$ cat src/rtl/pb_io_bank.sv
// rtl/pb_io_bank.sv - PicoBlaze I/O bank: write shadows with commit handshake, snapshot read-back, key flags, in_port mux
// Optional KEY_DEBOUNCE_EN inserts a per-key debounce filter ahead of key edge detection.
module pb_io_bank #(
  parameter int         N_REG    = 9,
  parameter int         W        = 8,
  parameter logic [7:0] WR_BASE  = 8'h10,
  parameter logic [7:0] RD_BASE  = 8'h20,
  parameter logic [7:0] KEY_ID   = 8'h30,
  parameter logic [7:0] CTRL_ID  = 8'h31,
  parameter int         N_KEY    = 7,
  parameter int         HOLD_CYC = 4,
  parameter int         SNAP_TO  = 255
) (
  input  logic               clk,
  input  logic               reset,
  input  logic [7:0]         port_id,
  input  logic [7:0]         out_port,
  input  logic               write_strobe,
  input  logic               read_strobe,
  output logic [7:0]         in_port,
  input  logic [N_KEY-1:0]   keys,
  input  logic [N_REG*W-1:0] rd_src,
  input  logic               src_valid,
  output logic [N_REG*W-1:0] wr_data,
  output logic [N_REG-1:0]   habilita,
  output logic               commit,
  output logic               busy
);
  localparam int LW      = (W < 8) ? W : 8;
  localparam int CNT_MAX = (HOLD_CYC > SNAP_TO) ? HOLD_CYC : SNAP_TO;
  localparam int CW      = $clog2(CNT_MAX + 1);

  typedef enum logic [1:0] {S_IDLE, S_COMMIT, S_SNAP} state_t;

  state_t             state_q, state_d;
  logic [CW-1:0]      cnt_q, cnt_d;
  logic [W-1:0]       shadow_q [N_REG];
  logic [W-1:0]       shadow_d [N_REG];
  logic [W-1:0]       rd_reg_q [N_REG];
  logic [W-1:0]       rd_reg_d [N_REG];
  logic [N_REG*W-1:0] wr_data_q, wr_data_d;
  logic [N_REG-1:0]   dirty_q, dirty_d;
  logic [N_REG-1:0]   rewrite_q, rewrite_d;
  logic [N_REG-1:0]   habilita_q, habilita_d;
  logic               commit_q, commit_d;
  logic               err_q, err_d;
  logic               snap_ok_q, snap_ok_d;
  logic [N_KEY-1:0]   key_s1_q, key_s1_d;
  logic [N_KEY-1:0]   key_s2_q, key_s2_d;
  logic [N_KEY-1:0]   key_prev_q, key_prev_d;
  logic [N_KEY-1:0]   flags_q, flags_d;
  logic [N_KEY-1:0]   key_lvl, key_edge;
  logic [7:0]         in_port_q, in_port_d;

  logic [7:0]         wr_off, rd_off;
  logic               wr_hit, rd_hit, ctrl_wr, key_rd;
  logic [N_REG-1:0]   wr_mask;

  assign in_port  = in_port_q;
  assign wr_data  = wr_data_q;
  assign habilita = habilita_q;
  assign commit   = commit_q;
  assign busy     = (state_q != S_IDLE);

`ifdef KEY_DEBOUNCE_EN
  localparam int DB_CYC = 50000;
  logic [15:0]      db_cnt_q [N_KEY];
  logic [15:0]      db_cnt_d [N_KEY];
  logic [N_KEY-1:0] db_lvl_q, db_lvl_d;

  // Counter restarts whenever the synchronised input agrees with the filtered level.
  always_comb begin
    db_lvl_d = db_lvl_q;
    for (int k = 0; k < N_KEY; k++) begin
      db_cnt_d[k] = '0;
      if (key_s2_q[k] != db_lvl_q[k]) begin
        if (db_cnt_q[k] == 16'(DB_CYC - 1)) begin
          db_lvl_d[k] = key_s2_q[k];
        end else begin
          db_cnt_d[k] = db_cnt_q[k] + 16'd1;
        end
      end
    end
  end

  always_ff @(posedge clk or negedge reset) begin
    if (!reset) begin
      db_cnt_q <= '{default: '0};
      db_lvl_q <= '0;
    end else begin
      db_cnt_q <= db_cnt_d;
      db_lvl_q <= db_lvl_d;
    end
  end

  assign key_lvl = db_lvl_q;
`else
  assign key_lvl = key_s2_q;
`endif

  always_comb begin
    wr_off   = port_id - WR_BASE;
    rd_off   = port_id - RD_BASE;
    wr_hit   = write_strobe && (wr_off < 8'(N_REG));
    rd_hit   = (rd_off < 8'(N_REG));
    ctrl_wr  = write_strobe && (port_id == CTRL_ID);
    key_rd   = read_strobe && (port_id == KEY_ID);
    key_edge = key_lvl & ~key_prev_q;
    wr_mask  = '0;
    for (int i = 0; i < N_REG; i++) begin
      wr_mask[i] = wr_hit && (wr_off == 8'(i));
    end
  end

  always_comb begin
    state_d    = state_q;
    cnt_d      = cnt_q;
    shadow_d   = shadow_q;
    rd_reg_d   = rd_reg_q;
    wr_data_d  = wr_data_q;
    dirty_d    = dirty_q | wr_mask;
    rewrite_d  = rewrite_q;
    habilita_d = habilita_q;
    commit_d   = commit_q;
    err_d      = err_q;
    snap_ok_d  = snap_ok_q;

    for (int i = 0; i < N_REG; i++) begin
      if (wr_mask[i]) shadow_d[i][LW-1:0] = out_port[LW-1:0];
    end

    case (state_q)
      S_IDLE: begin
        if (ctrl_wr && (out_port[0] || out_port[1])) begin
          err_d     = 1'b0;
          snap_ok_d = 1'b0;
          cnt_d     = '0;
          if (out_port[0]) begin
            if (dirty_q == '0) begin
              err_d = 1'b1;
            end else begin
              state_d    = S_COMMIT;
              commit_d   = 1'b1;
              habilita_d = dirty_q;
              rewrite_d  = '0;
              for (int i = 0; i < N_REG; i++) begin
                if (dirty_q[i]) wr_data_d[i*W +: W] = shadow_q[i];
              end
            end
          end else begin
            state_d = S_SNAP;
          end
        end
      end
      S_COMMIT: begin
        // Fields rewritten while the commit is in flight must stay dirty for the next commit.
        rewrite_d = rewrite_q | wr_mask;
        if (cnt_q == CW'(HOLD_CYC - 1)) begin
          state_d    = S_IDLE;
          commit_d   = 1'b0;
          habilita_d = '0;
          dirty_d    = (dirty_q & ~habilita_q) | rewrite_q | wr_mask;
        end else begin
          cnt_d = cnt_q + CW'(1);
        end
      end
      S_SNAP: begin
        if (src_valid) begin
          for (int i = 0; i < N_REG; i++) begin
            rd_reg_d[i] = rd_src[i*W +: W];
          end
          snap_ok_d = 1'b1;
          state_d   = S_IDLE;
        end else if (cnt_q == CW'(SNAP_TO - 1)) begin
          err_d   = 1'b1;
          state_d = S_IDLE;
        end else begin
          cnt_d = cnt_q + CW'(1);
        end
      end
      default: state_d = S_IDLE;
    endcase
  end

  always_comb begin
    key_s1_d   = keys;
    key_s2_d   = key_s1_q;
    key_prev_d = key_lvl;
    flags_d    = flags_q;
    // A key read returns every current flag, so all of them clear; a same-cycle edge still lands.
    if (key_rd || (ctrl_wr && out_port[2])) flags_d = '0;
    flags_d = flags_d | key_edge;

    in_port_d = 8'h00;
    if (rd_hit) begin
      for (int i = 0; i < N_REG; i++) begin
        if (rd_off == 8'(i)) in_port_d[LW-1:0] = rd_reg_q[i][LW-1:0];
      end
    end else if (port_id == KEY_ID) begin
      in_port_d[N_KEY-1:0] = flags_q;
    end else if (port_id == CTRL_ID) begin
      in_port_d = {4'b0, err_q, snap_ok_q, |dirty_q, busy};
    end
  end

  always_ff @(posedge clk or negedge reset) begin
    if (!reset) begin
      state_q    <= S_IDLE;
      cnt_q      <= '0;
      shadow_q   <= '{default: '0};
      rd_reg_q   <= '{default: '0};
      wr_data_q  <= '0;
      dirty_q    <= '0;
      rewrite_q  <= '0;
      habilita_q <= '0;
      commit_q   <= 1'b0;
      err_q      <= 1'b0;
      snap_ok_q  <= 1'b0;
      key_s1_q   <= '0;
      key_s2_q   <= '0;
      key_prev_q <= '0;
      flags_q    <= '0;
      in_port_q  <= 8'h00;
    end else begin
      state_q    <= state_d;
      cnt_q      <= cnt_d;
      shadow_q   <= shadow_d;
      rd_reg_q   <= rd_reg_d;
      wr_data_q  <= wr_data_d;
      dirty_q    <= dirty_d;
      rewrite_q  <= rewrite_d;
      habilita_q <= habilita_d;
      commit_q   <= commit_d;
      err_q      <= err_d;
      snap_ok_q  <= snap_ok_d;
      key_s1_q   <= key_s1_d;
      key_s2_q   <= key_s2_d;
      key_prev_q <= key_prev_d;
      flags_q    <= flags_d;
      in_port_q  <= in_port_d;
    end
  end

endmodule

$ cat config.mk
export PLATFORM = sky130hd
export DESIGN_NAME = pb_io_bank
export DESIGN_NICKNAME = d
export VERILOG_FILES = /design/src/rtl/pb_io_bank.sv
export SDC_FILE = /design/constraint.sdc
export NUM_CORES = 1
export LEC_CHECK = 0
export CORE_ASPECT_RATIO = 1.5
export CORE_MARGIN = 3
export CORE_UTILIZATION = 35
export CTS_BUF_LIST = sky130_fd_sc_hd__clkbuf_8
export DETAILED_ROUTE_END_ITERATION = 10
export GPL_ROUTABILITY_DRIVEN = 0
export PLACE_DENSITY_LB_ADDON = 0.2
export SLEW_MARGIN = 25
export SYNTH_ARGS = -nofsm -noshare
export SYNTH_HDL_FRONTEND = slang
export SYNTH_SLANG_ARGS = --single-unit
$ cat constraint.sdc
create_clock -name clk -period 2.92 [get_ports clk]
set_input_delay 0.73 -clock clk [delete_from_list [all_inputs] [get_ports clk]]
set_output_delay 0.73 -clock clk [all_outputs]
set_load 0.01 [all_outputs]
After elaboration in Yosys (flattened, before gate mapping)
Index checks and enable logic that the tools add are counted.
Storage, ports and cells
  flip-flop bits (word level): 292
  input port bits: 100
  word-level logic and storage cells: 180
Cells by class
  add/sub/neg operators: 3
  $lt $le $gt $ge: 2
  eq/ne operators: 33
  mux-type cells: 51
  bitwise operators: 10
  reduce and logical (&&, ||, !) cells: 41
Operators by type and width (count)
  8-bit two-way mux: 14
  9-bit two-way mux: 9
  8-bit by 3-bit equality test with 1-bit output (second input constant): 8
  5-bit AND reduction: 11
  8-bit by 2-bit equality test with 1-bit output (second input constant): 5
  9-bit OR: 4
  9-bit case mux with 2 select lines: 2
  8-bit case mux with 3 select lines: 1
  2-bit != test (second input constant): 9
  8-bit by 1-bit equality test with 1-bit output (second input constant): 2
  8-bit by 4-bit equality test with 1-bit output (second input constant): 2
  8-bit by 6-bit equality test with 1-bit output (second input constant): 2
  8-bit logical NOT: 2
  8-bit by 4-bit less-than comparator with 1-bit output (second input constant): 2
  1-bit logical AND: 14
  7-bit two-way mux: 2
  1-bit two-way mux: 12
  2-bit two-way mux: 6
  4-bit AND reduction: 3
  9-bit bitwise AND: 1
  9-bit logical NOT: 1
  9-bit NOT: 1
  9-bit OR reduction: 1
  8-bit by 1-bit adder with 8-bit output (second input constant): 1
  other kinds (19): 25

Longest topological paths before layout
Gate-level depths: netlist (run 1).
  word-level depth: 12
  depth in mapped cells: 9
  gate-level depth less buffers: 7

Worst setup path before layout (run 1)
Ideal clock, no wire load.
  path kind: in2reg
  start point: input port_id[2]
  end point: register cnt_q[3]
  arrival: 2806 ps
  required time: 2825 ps
  setup slack: 18 ps
  cell stages on the path: 8
  path buffers: 3
  path through: buf_6 -> or4b_4 -> o41a_1 -> a2111o_1 -> buf_6 -> or2_0 -> buf_2 -> o31ai_1
On the way
  longest elaborated chain between the ends: 5
RTL lines
  from (decl): RTL line 16  | input logic [7:0] port_id,
  8-bit by 6-bit equality test with 1-bit output: RTL line 106  | ctrl_wr = write_strobe && (port_id == CTRL_ID);
  1-bit logical AND: RTL line 106
  1-bit logical AND: RTL line 134  | if (ctrl_wr && (out_port[0] || out_port[1])) begin
  2-bit != test (no source line)
  5-bit AND reduction (no source line)
  to (signal assigned): RTL line 226  | cnt_q <= cnt_d;
  to (decl): RTL line 36  | logic [CW-1:0] cnt_q, cnt_d;
No other way between the ends.
A chain may end at the register's enable or synchronous reset.

Worst setup path after layout (run 1)
Ends and elaborated chain as after synthesis.

==> out/summary.txt, run 1 <==
status -> completed
EDFF count, synth -> 0
maximum number of pins on one net before global-route repair -> 69
total power -> 0.0103 W
Synth Area per Inst -> 13.9 sq um
Synth area leaders -> dfrtp_1 62%, mux2_2 20%, nand2_1 2.1%
total wire length -> 29,800 microns
sequential area share after synthesis -> 61.8%
share of layout cells above drive strength 1 -> 31.4%
synth-to-layout area growth -> 34.3%
drt via density -> 4.96
port bufs -> 190
Sw Share -> 26.5%
initial antenna violation count -> 1
top cell type's share of synthesized area -> 61.8%
H-tree levels -> 2
max_cap viols -> 0
CP cell instances -> clkdlybuf4s50_1, or4b_4, o41a_1, a2111o_1, or2_0, o31ai_1
most frequent cells after synthesis -> 292 x dfrtp_1, 206 x mux2_2, 66 x nand2_1
Mapped Cells -> 852
Die X -> 156 microns
Hold Violations, Final -> 0
hold crit path type -> in -> async
core outline area -> 32,900 sq um
Sequential Power Share -> 48.6%
flops & latches, synth -> 292
first-pass GRT wire length -> 46,500 microns
Vias -> 7,891
DRT iter0 DRCs -> 396
Max FO, Critical Path -> 6
# rows -> 81
period utilisation layout -> 92.3%
Slew @ Worst Pin -> 583 ps
CTS Buf Count -> 47
distinct cell type count after synthesis -> 66
drt wl/cell -> 18.8 microns
number of placed I/O pins -> 191
final worst path period need -> 2700 ps
final core occ -> 48.2%
final setup fails -> 0
CP Class -> in -> reg
ys async rst share -> 100%
FF+latch area -> 7310 sq um
vias in the first global route -> 8,292
DR pass1 iterations -> 4
RSZ-0062 raised after global routing -> false
Final #Nets -> 1,246
die height -> 231 microns
# Post-CTS Setup Buffers -> 0
Arr. time, crit path -> 3150 ps
footprint of the multi-input gates -> 4300 sq um
filler cell count -> 2,977
DRC Markers -> 0
worst vdd ir -> 0.354 mV
f_max -> 371 MHz
Root Buffer -> clkbuf_8
worst-case clock buffer depth -> 3
Clk Latency, worst-skew pair -> 560 ps
gr usage total -> 16.6%
global route overflow -> 0
clock slew at reported path FFs -> 70 ps
post-DP HPWL -> 21,800 microns
R2R Setup Slk -> 590 ps
Antenna Nets Post-Route -> 0
hold buffers post-CTS -> 0
crit-path max cell delay -> 600 ps
DIE AREA -> 36,100 sq um
CP endpoint kind -> flop
CTS tree -> done
YS warnings -> 0
clock tree sinks -> 292
Post-Route Skew -> 16.8 ps
Lkg Pwr -> 7.43 nW
Crit-path slowest cell -> or4b_4
Post-synth top flop -> dfrtp_1
NetSw -> 0.00272 W
worst hold slack -> 97.0 ps
Syn Nets -> 960
Power Dens Cells -> 647 nW/um^2
Synth area leader -> dfrtp_1
Relative slew margins -> 61.0%
Slew Limit Fails -> 0
combinational share of power -> 17.1%
required time of the critical path -> 3380 ps
count leader, synth -> dfrtp_1
Starting Density -> 35.9%
synthesized area -> 11,800 sq um
CP Launch Type -> primary input
Clk pwr share -> 34.3%
Internal -> 0.00755 W
final cells by class:
| cell class | count | share of cell area [%] |
|---|---|---|
| well taps | 415 | 3.27 |
| clock inverters | 26 | 0.914 |
| multi-input cells | 505 | 27.1 |
| flip-flops and latches | 292 | 46.0 |
| inverters | 24 | 0.567 |
| repair buffers | 268 | 17.0 |
| diodes | 1 | 0.0158 |
| clock buffers | 59 | 5.11 |
sequential cells by signal (all words and copies together) (netlist names):
name	cells
rd_reg_q	72
shadow_q	72
wr_data	72
dirty_q	9
habilita	9
rewrite_q	9
cnt_q	8
in_port	8
flags_q	7
key_lvl	7
key_prev_q	7
key_s1_q	7
state_q	2
commit	1
err_q	1
snap_ok_q	1
cell usage in the layout (no fill, tap or decap), types with 6 or more instances in the layout:
master | synthesis | routed
nand2_1 | 66 | 65
clkbuf_8 | 0 | 59
a31oi_1 | 8 | 8
buf_4 | 0 | 61
buf_12 | 0 | 17
mux4_2 | 6 | 6
mux2i_1 | 6 | 6
a22o_1 | 10 | 10
a21oi_1 | 14 | 14
and3_1 | 7 | 7
nor2_1 | 29 | 29
ha_1 | 8 | 8
nand3_1 | 15 | 15
inv_1 | 24 | 42
o21ai_0 | 32 | 32
nand2b_1 | 6 | 6
clkdlybuf4s50_1 | 0 | 188
dfrtp_1 | 292 | 292
mux2_2 | 206 | 206
a22oi_1 | 6 | 6
layer usage:
metal  global-route usage [%]  up-vias  share of wire [%]
met4                     4.69        0                1.5
li1                         -     3684                  -
met1                     19.8     3982                 40
met2                     29.9      189                 54
met3                     3.51       36                4.4
met5                        0        -                  0
final timing paths:
kind,startpoint,endpoint,cells past startpoint
worst max-delay path,port_id[2],cnt_q[3]$_DFFE_PN0P_,6
min in group clk,key_s1_q[3]$_DFF_PN0_,key_lvl[3]$_DFF_PN0_,0
worst min register to register,key_s1_q[3]$_DFF_PN0_,key_lvl[3]$_DFF_PN0_,0
max in group asynchronous,reset,rd_reg_q[12]$_DFFE_PN0P_,2
worst min-delay path,reset,rd_reg_q[11]$_DFFE_PN0P_,1
worst max register to register,cnt_q[0]$_DFFE_PN0P_,dirty_q[7]$_DFF_PN0_,6
stage by stage:
step                      instances  setup slack (ps)  TNS [ps]  area [sq um]
after floorplan                 852              18.5         0         11800
after global placement         1504              -322    -14750         14900
after detailed placement       1504              -339    -16580         14900
after CTS                      1589               198         0         15900
after global routing           1590               144         0         15900
final                          1590               225         0         15900
logic make-up (layout without fill, tap and decap cells):
kind of cell	count (synthesis)	after routing	synth area share, %
muxes	221	221	21.6
and+or+nand+nor	156	156	6.69
DFF	292	292	61.8
AOI/OAI and AO/OA	118	118	7.04
other	0	1	0
adders and majority gates	8	8	0.847
xor gates and xnor gates	2	2	0.148
buffers and inverters	55	377	1.92
repair_timing:
| action | in CTS | in global routing |
|---|---|---|
| endpoints found under the setup margin | 1 | 0 |
| resized for setup | 1 | 0 |
| endpoints found under the hold margin | 0 | 0 |
power groups by stage:
stage	clock network [W]	logic, W	registers [W]
final	0.00353	0.00176	0.00499
after global routing	0.00385	0.00193	0.00506
after CTS	0.00367	0.00179	0.00498
after detailed placement	0	0.00179	0.00506
after global placement	0	0.00175	0.00504
after floorplan	0	0.00116	0.00494
critical path: cells and delay by family:
| kind | cells | cell delay (ps) |
|---|---|---|
| buf+inv | 1 | 420 |
| simple gates | 2 | 930 |
| compound gates | 3 | 1070 |
No activity file was read; power rests on OpenSTA's default activity.
==> run 2, diff against run 1 <==
==> constraint.sdc (replaced) <==
create_clock -name clk -period 2.92 [get_ports clk]
set_input_delay 0.292 -clock clk [delete_from_list [all_inputs] [get_ports clk]]
set_output_delay 0.292 -clock clk [all_outputs]
set_load 0.01 [all_outputs]
==> run 2 against run 1 <==
  * Maximum frequency rose by 5.9%
  * Flip-flop and latch count did not move
  * Global-route usage barely moved
==> out/summary.txt, run 2 (synthesis results as in run 1) <==
synth-to-layout area growth -> 30.7%
core outline area -> 32,900 sq um
post-DP HPWL -> 21,700 microns
Final #Nets -> 1,213
total wire length -> 29,800 microns
CTS Buf Count -> 45
f_max -> 393 MHz
Hold Violations, Final -> 0
Post-Route Skew -> 24.3 ps
DRC Markers -> 0
Slew Limit Fails -> 0
CP Class -> in -> reg
worst-case clock buffer depth -> 3
number of placed I/O pins -> 191
critical path endpoint -> shadow_q[67]$_DFFE_PN0P_
Die X -> 156 microns
global route overflow -> 0
RSZ-0062 raised after global routing -> false
Root Buffer -> clkbuf_8
Post-DP Area -> 14,500 sq um
Clk Latency, worst-skew pair -> 580 ps
first-pass GRT wire length -> 46,400 microns
vias in the first global route -> 8,172
Setup TNS -> 0 ps
Crit-path slowest cell -> nor3_1
Antenna Nets Post-Route -> 0
initial antenna violation count -> 2
maximum number of pins on one net before global-route repair -> 83
FF+latch area -> 7310 sq um
max_cap viols -> 0
required time of the critical path -> 3380 ps
crit-path max cell delay -> 780 ps
DIE AREA -> 36,100 sq um
Arr. time, crit path -> 3010 ps
CP bufs+invs -> 2
die height -> 231 microns
Lkg Pwr -> 7.19 nW
clock slew at reported path FFs -> 60 ps
period utilisation layout -> 87.1%
R2R Setup Slk -> 570 ps
hold crit path type -> in -> reg
Starting Density -> 35.9%
RR Endpoint -> dirty_q[7]$_DFF_PN0_
footprint of the multi-input gates -> 4300 sq um
CP Launch Type -> primary input
clock tree sinks -> 292
Slew @ Worst Pin -> 1010 ps
Post-CTS Resized -> 0
final worst path period need -> 2540 ps
final core occ -> 46.9%
port bufs -> 190
reg2reg path depth -> 6
Vias -> 7,848
# Post-CTS Setup Buffers -> 0
Relative slew margins -> 32.0%
most frequent cells in the layout -> 292 x dfrtp_1, 206 x mux2_2, 189 x clkdlybuf4s50_1
Crit. Startpoint -> port_id[5]
gr usage total -> 16.6%
Power Dens Cells -> 654 nW/um^2
drt wl/cell -> 19.2 microns
most common library cell in the layout ignoring fill and taps -> dfrtp_1
DRT iter0 DRCs -> 423
Design Area, Final -> 15,500 sq um
CP endpoint kind -> flop
status -> completed
CTS tree -> done
critical path depth -> 8
Hold Path Origin -> keys[1]
hold buffers post-CTS -> 1
Max FO, Critical Path -> 9
# rows -> 81
filler cell count -> 3,054
worst vdd ir -> 0.457 mV
share of layout cells above drive strength 1 -> 29.3%
H-tree levels -> 2
FF-to-FF Start -> cnt_q[0]$_DFFE_PN0P_
CP delay by family, top -> simple AND/OR/NAND/NOR gates
drt via density -> 5.04
final setup fails -> 0
DR pass1 iterations -> 4
CP cell instances -> clkdlybuf4s50_1, inv_1, ha_1, nand2b_1, xnor2_1, nor3_1, nand2_1, mux2_2
## run 2: layer usage
layer	part of all wire (%)	GRT usage [%]	vias up
met5	0	0	-
met4	2.9	5.69	0
met3	4.8	3.42	54
met2	52	28.9	206
met1	40	20.3	3988
li1	-	-	3600
## run 2: cell type report
| cell class | count | share of cell area (%) |
|---|---|---|
| Sequential cell | 292 | 47.3 |
| Multi-Input combinational cell | 505 | 27.8 |
| Timing Repair Buffer | 237 | 15.0 |
| Clock buffer | 59 | 5.26 |
| Tap cell | 415 | 3.36 |
| Clock inverter | 22 | 0.713 |
| Inverter | 24 | 0.583 |
| Antenna cell | 2 | 0.0324 |
## run 2: worst register-to-register path, stage by stage, from the launching register on
cell      delay, ps
dfrtp_1         420
ha_1            240
or4b_2          650
nor3_2          230
buf_4           270
a21boi_0        160
a221o_1         280
## run 2: worst min path at each step
stage,end,depth (start not counted),slack (ps)
after floorplan,cnt_q[0]$_DFFE_PN0P_,0,-4
after global placement,key_s1_q[3]$_DFF_PN0_,1,300
after detailed placement,key_s1_q[3]$_DFF_PN0_,1,310
after CTS,key_s1_q[1]$_DFF_PN0_,1,130
after global routing,key_s1_q[3]$_DFF_PN0_,1,140
final,key_s1_q[1]$_DFF_PN0_,1,170
## run 2: stage by stage
stage	hold WS, ps	setup slack (ps)	std cells	total power (W)
floorplan	-3.59	456	852	0.00610
global placement	300	-219	1472	0.00673
detailed placement	310	-199	1472	0.00679
CTS	128	405	1554	0.0103
global route	138	256	1556	0.0107
finish	166	376	1556	0.0101
## run 2: report_power, final
group          switching, W  internal [W]
clock               0.00158       0.00182
combinational      0.000779      0.000926
sequential         0.000336       0.00466
total               0.00270       0.00740
==> run 3, diff against run 2 <==
- CAP_MARGIN: not set -> 25
==> results of run 3 <==
Final layout, timing and power as in run 2 (identical DEF).
